`config.mk`:
```
export PLATFORM = sky130hd
export DESIGN_NAME = ysyx_25040101_alu_arb
export DESIGN_NICKNAME = d
export VERILOG_FILES = /design/src/rtl/ysyx_25040101_alu_arb.sv
export SDC_FILE = /design/constraint.sdc
export NUM_CORES = 1
export LEC_CHECK = 0
export ABC_AREA = 0
export BUFFER_PORTS_ARGS = -buffer_cell sky130_fd_sc_hd__buf_2
export CAP_MARGIN = 0
export CORE_AREA = 2 2 117 119
export CTS_CLUSTER_SIZE = 12
export DETAILED_ROUTE_END_ITERATION = 10
export DIE_AREA = 0 0 119 121
export PLACE_DENSITY = 0.69
export SLEW_MARGIN = 5
export SYNTH_ARGS = -nofsm -noshare
export SYNTH_HDL_FRONTEND = slang
export SYNTH_SLANG_ARGS = --single-unit
```
`constraint.sdc`:
```
create_clock -name clk_i -period 1.95 [get_ports clk_i]
set_clock_uncertainty 0.2 [all_clocks]
set_input_delay 0.2925 -clock clk_i [delete_from_list [all_inputs] [get_ports clk_i]]
set_output_delay 0.2925 -clock clk_i [all_outputs]
set_load 0.005 [all_outputs]
```
`src/rtl/ysyx_25040101_alu_arb.sv`:
```
// ysyx_25040101_alu_arb
//
// Two-requester arbiter in front of one shared, purely combinational ALU.
// One operation is in flight at a time and passes through three states:
//   StIdle : grant one pending requester and capture its op/operands/owner.
//   StExec : the shared ALU sees the captured operands; its result is registered.
//   StResp : the result is offered to the owner until it is taken.
// An operation takes at least three cycles: accept, execute, respond.
//
// Ports
//   clk_i, rst_i               clock; synchronous active-high reset
//   reqN_valid_i/ready_o       request handshake for requester N (N = 0, 1)
//   reqN_op_i                  00 add, 01 sub, 10 or, 11 and
//   reqN_srca_i/srcb_i         operands
//   rspN_valid_o/ready_i       response handshake for requester N
//   rspN_result_o              result (both requesters see the result register)
//   alu_srca_o/srcb_o/ctrl_o   operands and op select driven to the shared ALU
//   alu_result_i               combinational result from the shared ALU
//
// Configuration
//   YSYX_25040101_ALU_ARB_FIXED_PRIO_EN : when defined, req0 always wins a tie
//   and no grant history is kept. When undefined, ties are resolved round robin.

module ysyx_25040101_alu_arb #(
  parameter int unsigned DATA_LEN = 32
) (
  input  logic                clk_i,
  input  logic                rst_i,

  input  logic                req0_valid_i,
  output logic                req0_ready_o,
  input  logic [1:0]          req0_op_i,
  input  logic [DATA_LEN-1:0] req0_srca_i,
  input  logic [DATA_LEN-1:0] req0_srcb_i,

  input  logic                req1_valid_i,
  output logic                req1_ready_o,
  input  logic [1:0]          req1_op_i,
  input  logic [DATA_LEN-1:0] req1_srca_i,
  input  logic [DATA_LEN-1:0] req1_srcb_i,

  output logic                rsp0_valid_o,
  input  logic                rsp0_ready_i,
  output logic [DATA_LEN-1:0] rsp0_result_o,

  output logic                rsp1_valid_o,
  input  logic                rsp1_ready_i,
  output logic [DATA_LEN-1:0] rsp1_result_o,

  output logic [DATA_LEN-1:0] alu_srca_o,
  output logic [DATA_LEN-1:0] alu_srcb_o,
  output logic [1:0]          alu_ctrl_o,
  input  logic [DATA_LEN-1:0] alu_result_i
);

  typedef enum logic [1:0] {
    StIdle,
    StExec,
    StResp
  } state_e;

  state_e state_q, state_d;

  // Captured operation and its owner
  logic [1:0]          op_q;
  logic [DATA_LEN-1:0] srca_q;
  logic [DATA_LEN-1:0] srcb_q;
  logic [DATA_LEN-1:0] result_q;
  logic                owner_q;

`ifndef YSYX_25040101_ALU_ARB_FIXED_PRIO_EN
  // Requester granted by the most recent accept; the other one wins the next tie
  logic                last_grant_q;
`endif

  logic grant;   // requester that would be served if the FSM is in StIdle
  logic accept;  // request handshake this cycle
  logic rsp_hs;  // response handshake with the owner this cycle

  // ---------------------------------------------------------------------------
  // Grant selection (only meaningful while idle; gated by the state below)
  // ---------------------------------------------------------------------------
  always_comb begin
    grant = 1'b0;
    if (req0_valid_i && req1_valid_i) begin
`ifdef YSYX_25040101_ALU_ARB_FIXED_PRIO_EN
      grant = 1'b0;
`else
      grant = ~last_grant_q;
`endif
    end else if (req1_valid_i) begin
      grant = 1'b1;
    end
  end

  // ---------------------------------------------------------------------------
  // FSM: state register
  // ---------------------------------------------------------------------------
  always_ff @(posedge clk_i) begin
    if (rst_i) begin
      state_q <= StIdle;
    end else begin
      state_q <= state_d;
    end
  end

  // ---------------------------------------------------------------------------
  // FSM: next-state logic
  // ---------------------------------------------------------------------------
  always_comb begin
    state_d = state_q;
    unique case (state_q)
      StIdle: if (accept) state_d = StExec;
      StExec: state_d = StResp;
      StResp: if (rsp_hs) state_d = StIdle;
      default: state_d = StIdle;
    endcase
  end

  // ---------------------------------------------------------------------------
  // FSM: outputs
  // ---------------------------------------------------------------------------
  always_comb begin
    req0_ready_o = 1'b0;
    req1_ready_o = 1'b0;
    rsp0_valid_o = 1'b0;
    rsp1_valid_o = 1'b0;
    rsp_hs       = 1'b0;
    unique case (state_q)
      StIdle: begin
        req0_ready_o = req0_valid_i && (grant == 1'b0);
        req1_ready_o = req1_valid_i && (grant == 1'b1);
      end
      StResp: begin
        rsp0_valid_o = (owner_q == 1'b0);
        rsp1_valid_o = (owner_q == 1'b1);
        // A non-owner's ready is ignored because its valid is low
        rsp_hs       = (rsp0_valid_o && rsp0_ready_i) || (rsp1_valid_o && rsp1_ready_i);
      end
      default: ;
    endcase
  end

  assign accept = req0_ready_o || req1_ready_o;

  // ---------------------------------------------------------------------------
  // Datapath registers
  // ---------------------------------------------------------------------------
  always_ff @(posedge clk_i) begin
    if (rst_i) begin
      op_q     <= 2'b00;
      srca_q   <= '0;
      srcb_q   <= '0;
      result_q <= '0;
      owner_q  <= 1'b0;
    end else begin
      if (accept) begin
        op_q    <= grant ? req1_op_i   : req0_op_i;
        srca_q  <= grant ? req1_srca_i : req0_srca_i;
        srcb_q  <= grant ? req1_srcb_i : req0_srcb_i;
        owner_q <= grant;
      end
      if (state_q == StExec) begin
        result_q <= alu_result_i;
      end
    end
  end

`ifndef YSYX_25040101_ALU_ARB_FIXED_PRIO_EN
  // Reset value 1 makes req0 win the first tie
  always_ff @(posedge clk_i) begin
    if (rst_i) begin
      last_grant_q <= 1'b1;
    end else if (accept) begin
      last_grant_q <= grant;
    end
  end
`endif

  // ---------------------------------------------------------------------------
  // Shared ALU and response outputs come straight from registers
  // ---------------------------------------------------------------------------
  assign alu_srca_o    = srca_q;
  assign alu_srcb_o    = srcb_q;
  assign alu_ctrl_o    = op_q;
  assign rsp0_result_o = result_q;
  assign rsp1_result_o = result_q;

endmodule

```
After elaboration in Yosys (flattened, before gate mapping). Cells that the tools add are included.

Output and inout bits: 134. Bits in registers: 102. Logic and storage cells: 36.

Bitwise operators: 3. Muxes and demuxes: 13. Reductions and logical operators: 9. Equal/unequal tests: 4.

Operators with widths (count): 32-bit two-way mux (2); 1-bit two-way mux (7); 2-bit two-way mux (3); 2-bit one-hot mux with 3 select lines (1); 1-bit logical AND (5); 2-bit inequality test (second input constant) (2); 1-bit NOT (3); 2-bit by 1-bit == test with 1-bit output (second input constant) (1); 2-bit == test (second input constant) (1); 2-bit logical NOT (1); 1-bit logical OR (2); 2-bit AND reduction (1).

Longest topological paths before layout.
Depth after elaboration: 8. Depth in mapped cells: 7.

Worst setup path after synthesis. OpenSTA, ideal clock, no wires.

Path kind: in2reg. Start point: input port req1_valid_i. End point: register srcb_q[12] (netlist: alu_srcb_o[12]). Setup time: 89 ps. Data arrival time: 1307 ps. Setup slack: 354 ps. Required time: 1661 ps. Cell stages on the path: 7. Buffers on the path: 4. Cell sequence: or2_0 clkbuf_1 and2_1 clkbuf_1 buf_6 buf_6 a311oi_2.

Cells in the longest elaborated chain, start to end: 6. Elaborated cells on any way between the ends: 10.

Ends and longest elaborated chain: from (decl) (line 36) `input logic req1_valid_i,`; 1-bit two-way mux or 1-bit logical AND (tied branches) (line 91, 85); 1-bit two-way mux (line 85) `if (req0_valid_i && req1_valid_i) begin`; 1-bit NOT (line 131) `req0_ready_o = req0_valid_i && (grant == 1'b0);`; 1-bit logical AND (line 131); 1-bit two-way mux (line 129) `unique case (state_q)`; 1-bit logical OR (line 144) `assign accept = req0_ready_o || req1_ready_o;`; to (signal assigned) (line 160) `srcb_q <= grant ? req1_srcb_i : req0_srcb_i;`; to (decl) (line 67) `logic [DATA_LEN-1:0] srcb_q;`.

Several ways; a longest one is shown, not always the timed one. A chain may end at the register's enable or synchronous reset.

Final worst setup path.
Start point: register state_q[1]. End point: output port req0_ready_o.

Cells in the longest elaborated chain, start to end: 2.

Ends and longest elaborated chain: from (decl) (line 62) `state_e state_q, state_d;`; from (signal assigned) (line 101) `state_q <= StIdle;`; from (signal assigned) (line 103) `state_q <= state_d;`; 2-bit logical NOT (line 129); 1-bit two-way mux (line 129); to (decl) (line 31) `output logic req0_ready_o,`.

No other way between the ends.

==> results.ini <==
[clocking]
path_clk_slew_ns = 0.07
cts_buffer_depth = 2
clk_latency_ns = 0.34
root_buffer = clkbuf_16
numCtsBuffers = 9
htree_num_levels = 3
cts.sinks = 102
tritoncts = done
post-cts-setup-buffers = 0

[placed_design]
globalplace.congestion = 0.808
placed_area_sq_um = 6130
pre_cts_ws_ns = 0.196
placedCellCount = 978
io_buffers = 303
hpwl_um = 10900

[final_layout]
final_area_sq_um = 6890
fillers = 1244
layout-area-overhead-vs-synth_pct = 47.4
layout_commonest_cell = buf_2
final_util_pct = 52.6
final_cell_mix = buf_2 (302), nand2_1 (196), dfxtp_1 (100)
multi_input_area_sq_um = 2150
ff_latch_area_sq_um = 2040
drive_above_1_share_pct = 43.2
num_antenna_cells = 0
fin_nets = 1028
instances_no_fill = 1039

[global_route]
first_global_vias = 4927
grt_max_degree = 52
grt_pass1_wl_um = 24700
grt_antenna_before_repair = 1
grt_overflow = 0
track_usage_pct = 21.3

[worst_setup_path]
rrSetupSlack_ns = 0.37
endpoint_kind = output pin
crit_family = simple AND/OR/NAND/NOR gates
worst_path_largest_cell_delay_ns = 0.42
path_cells = or3b_4, nor2_1, buf_2
crit_fanout = 8
critPathRequiredTime_ns = 1.46
startpoint = state_q[1]
critPathLaunchType = flop
cpMaxStageDelayCell = or3b_4
path_buf_inv = 1
critPathArrivalTime_ns = 1.34
r2r_start = last_grant_q
path_class = reg2out

[timing]
max_slew_margin_pct = 67.6
max_freq_ghz = 0.545
hold_ws_ns = 0.0148
period_minus_slack_ns = 1.83
grt_setup_unrepaired = false
setup_viol = 0
finalHoldViolCount = 0
maxSlewViolCount = 0
finalCritPeriodShare_pct = 94.0
fin_ws_ns = 0.117
worst_pin_slew_ns = 0.486
tns_ns = 0

[detailed_routing]
wirelength_um = 15900
drtAntennaViolNets = 0
drc = 0
vias = 5142
viasPerCell = 4.95
drt_pass1_iterations = 4
drtIter0Drc = 431
wire_per_inst_um = 15.3

[yosys]
yosys_warnings = 0
syn_avg_cell_area_sq_um = 8.20
synth-seq-cells = 102
syn-num-nets = 740
synth_area_sq_um = 4670
synth.yosys.seq_area_share_pct = 43.7
synth_cell_types = 25
synthCells = 570

[die]
die_w_um = 119
die_y_um = 121
die-area_sq_um = 14400
design.core.area_sq_um = 13100
rows = 42
io_pins = 304
initial_utilization_pct = 35.7

[hold_path]
worstHoldStart = req0_srca_i[22]
hold_path.class = in2reg

[pwr]
ir_drop_uv = 481
pwr-share-clk_pct = 31.8
combPwrFrac_pct = 25.0
switching_power_mw = 1.64
power_frac_seq_pct = 43.3
power_density_nw_per_um2 = 822
p_leak_nw = 3.28
swShare_pct = 29.0
power_mw = 5.66
internal-power_mw = 4.02

[run]
drv_cap = 0

[run_status]
status = complete, no violations

==> synthesized netlist by cell type (all sizes together) <==
cell type | count | area [sq um]
nand2 | 196 | 736
dfxtp | 102 | 2040
a21oi | 99 | 495
a311oi | 66 | 759
buf | 47 | 348
clkbuf | 41 | 154
nor2 | 3 | 13.8
nor2b | 3 | 18.8
a21bo | 1 | 10.0
a21boi | 1 | 11.3
a221o | 1 | 10.0
a22oi | 1 | 7.51
and2 | 1 | 6.26
and3b | 1 | 8.76
mux2i | 1 | 10.0
nand2b | 1 | 6.26
nand3b | 1 | 7.51
nor3 | 1 | 5.00
nor3b | 1 | 7.51
or2 | 1 | 6.26
or3b | 1 | 8.76
==> area by class of cell <==
type                            count  area share [%]
Timing Repair Buffer              365            31.5
Sequential cell                   102            29.7
Clock inverter                      5           0.854
Tap cell                          176            3.20
Clock buffer                       11            3.53
Multi-Input combinational cell    380            31.2
==> routing by layer <==
metal	track usage [%]	wire, um	up-vias
met2	38.2	8030	206
met5	0	13	-
met1	24.7	6590	2375
met4	8.33	353	2
met3	4.65	919	28
li1	-	-	2531
==> worst min-delay path: stages <==
cell      delay [ns]
buf_2           0.10
nand2_1         0.05
a311oi_1        0.07
==> power by group through the flow <==
stage / Combinational (mW) / Clock [mW] / Sequential, mW
floorplan: 0.766 / 0 / 2.50
global placement: 1.34 / 0 / 2.49
detailed placement: 1.35 / 0 / 2.49
CTS: 1.42 / 1.86 / 2.45
global route: 1.56 / 1.95 / 2.48
finish: 1.41 / 1.80 / 2.45
==> state kept, by name, indices dropped and copies added (netlist names) <==
signal,count
state_q,2
alu_srcb_o,32
rsp0_result_o,32
owner_q,1
last_grant_q,1
alu_srca_o,32
alu_ctrl_o,2
==> kinds of logic (layout without fill, tap and decap cells) <==
| logic type | count (synthesis) | after routing | share of synthesized area (%) |
|---|---|---|---|
| and+or+nand+nor | 210 | 210 | 17.6 |
| buffers and inverters | 88 | 381 | 10.7 |
| DFF | 102 | 102 | 43.7 |
| muxes | 1 | 1 | 0.214 |
| AOI/OAI and AO/OA | 169 | 169 | 27.7 |
==> worst paths after layout <==
| path | end | cells after the start |
|---|---|---|
| hold / removal | alu_srca_o[22] | 3 |
| setup reg to reg | alu_srcb_o[31] | 4 |
| setup / recovery | req0_ready_o | 3 |
| hold reg to reg | rsp0_result_o[30] | 2 |
==> what timing repair did <==
item | in CTS | in global routing
endpoints found under the setup margin | 1 | 0
resized for setup | 3 | 0
hold endpoints to repair | 42 | 0
hold buffers | 45 | 0
No activity file was read; power rests on OpenSTA's default activity.
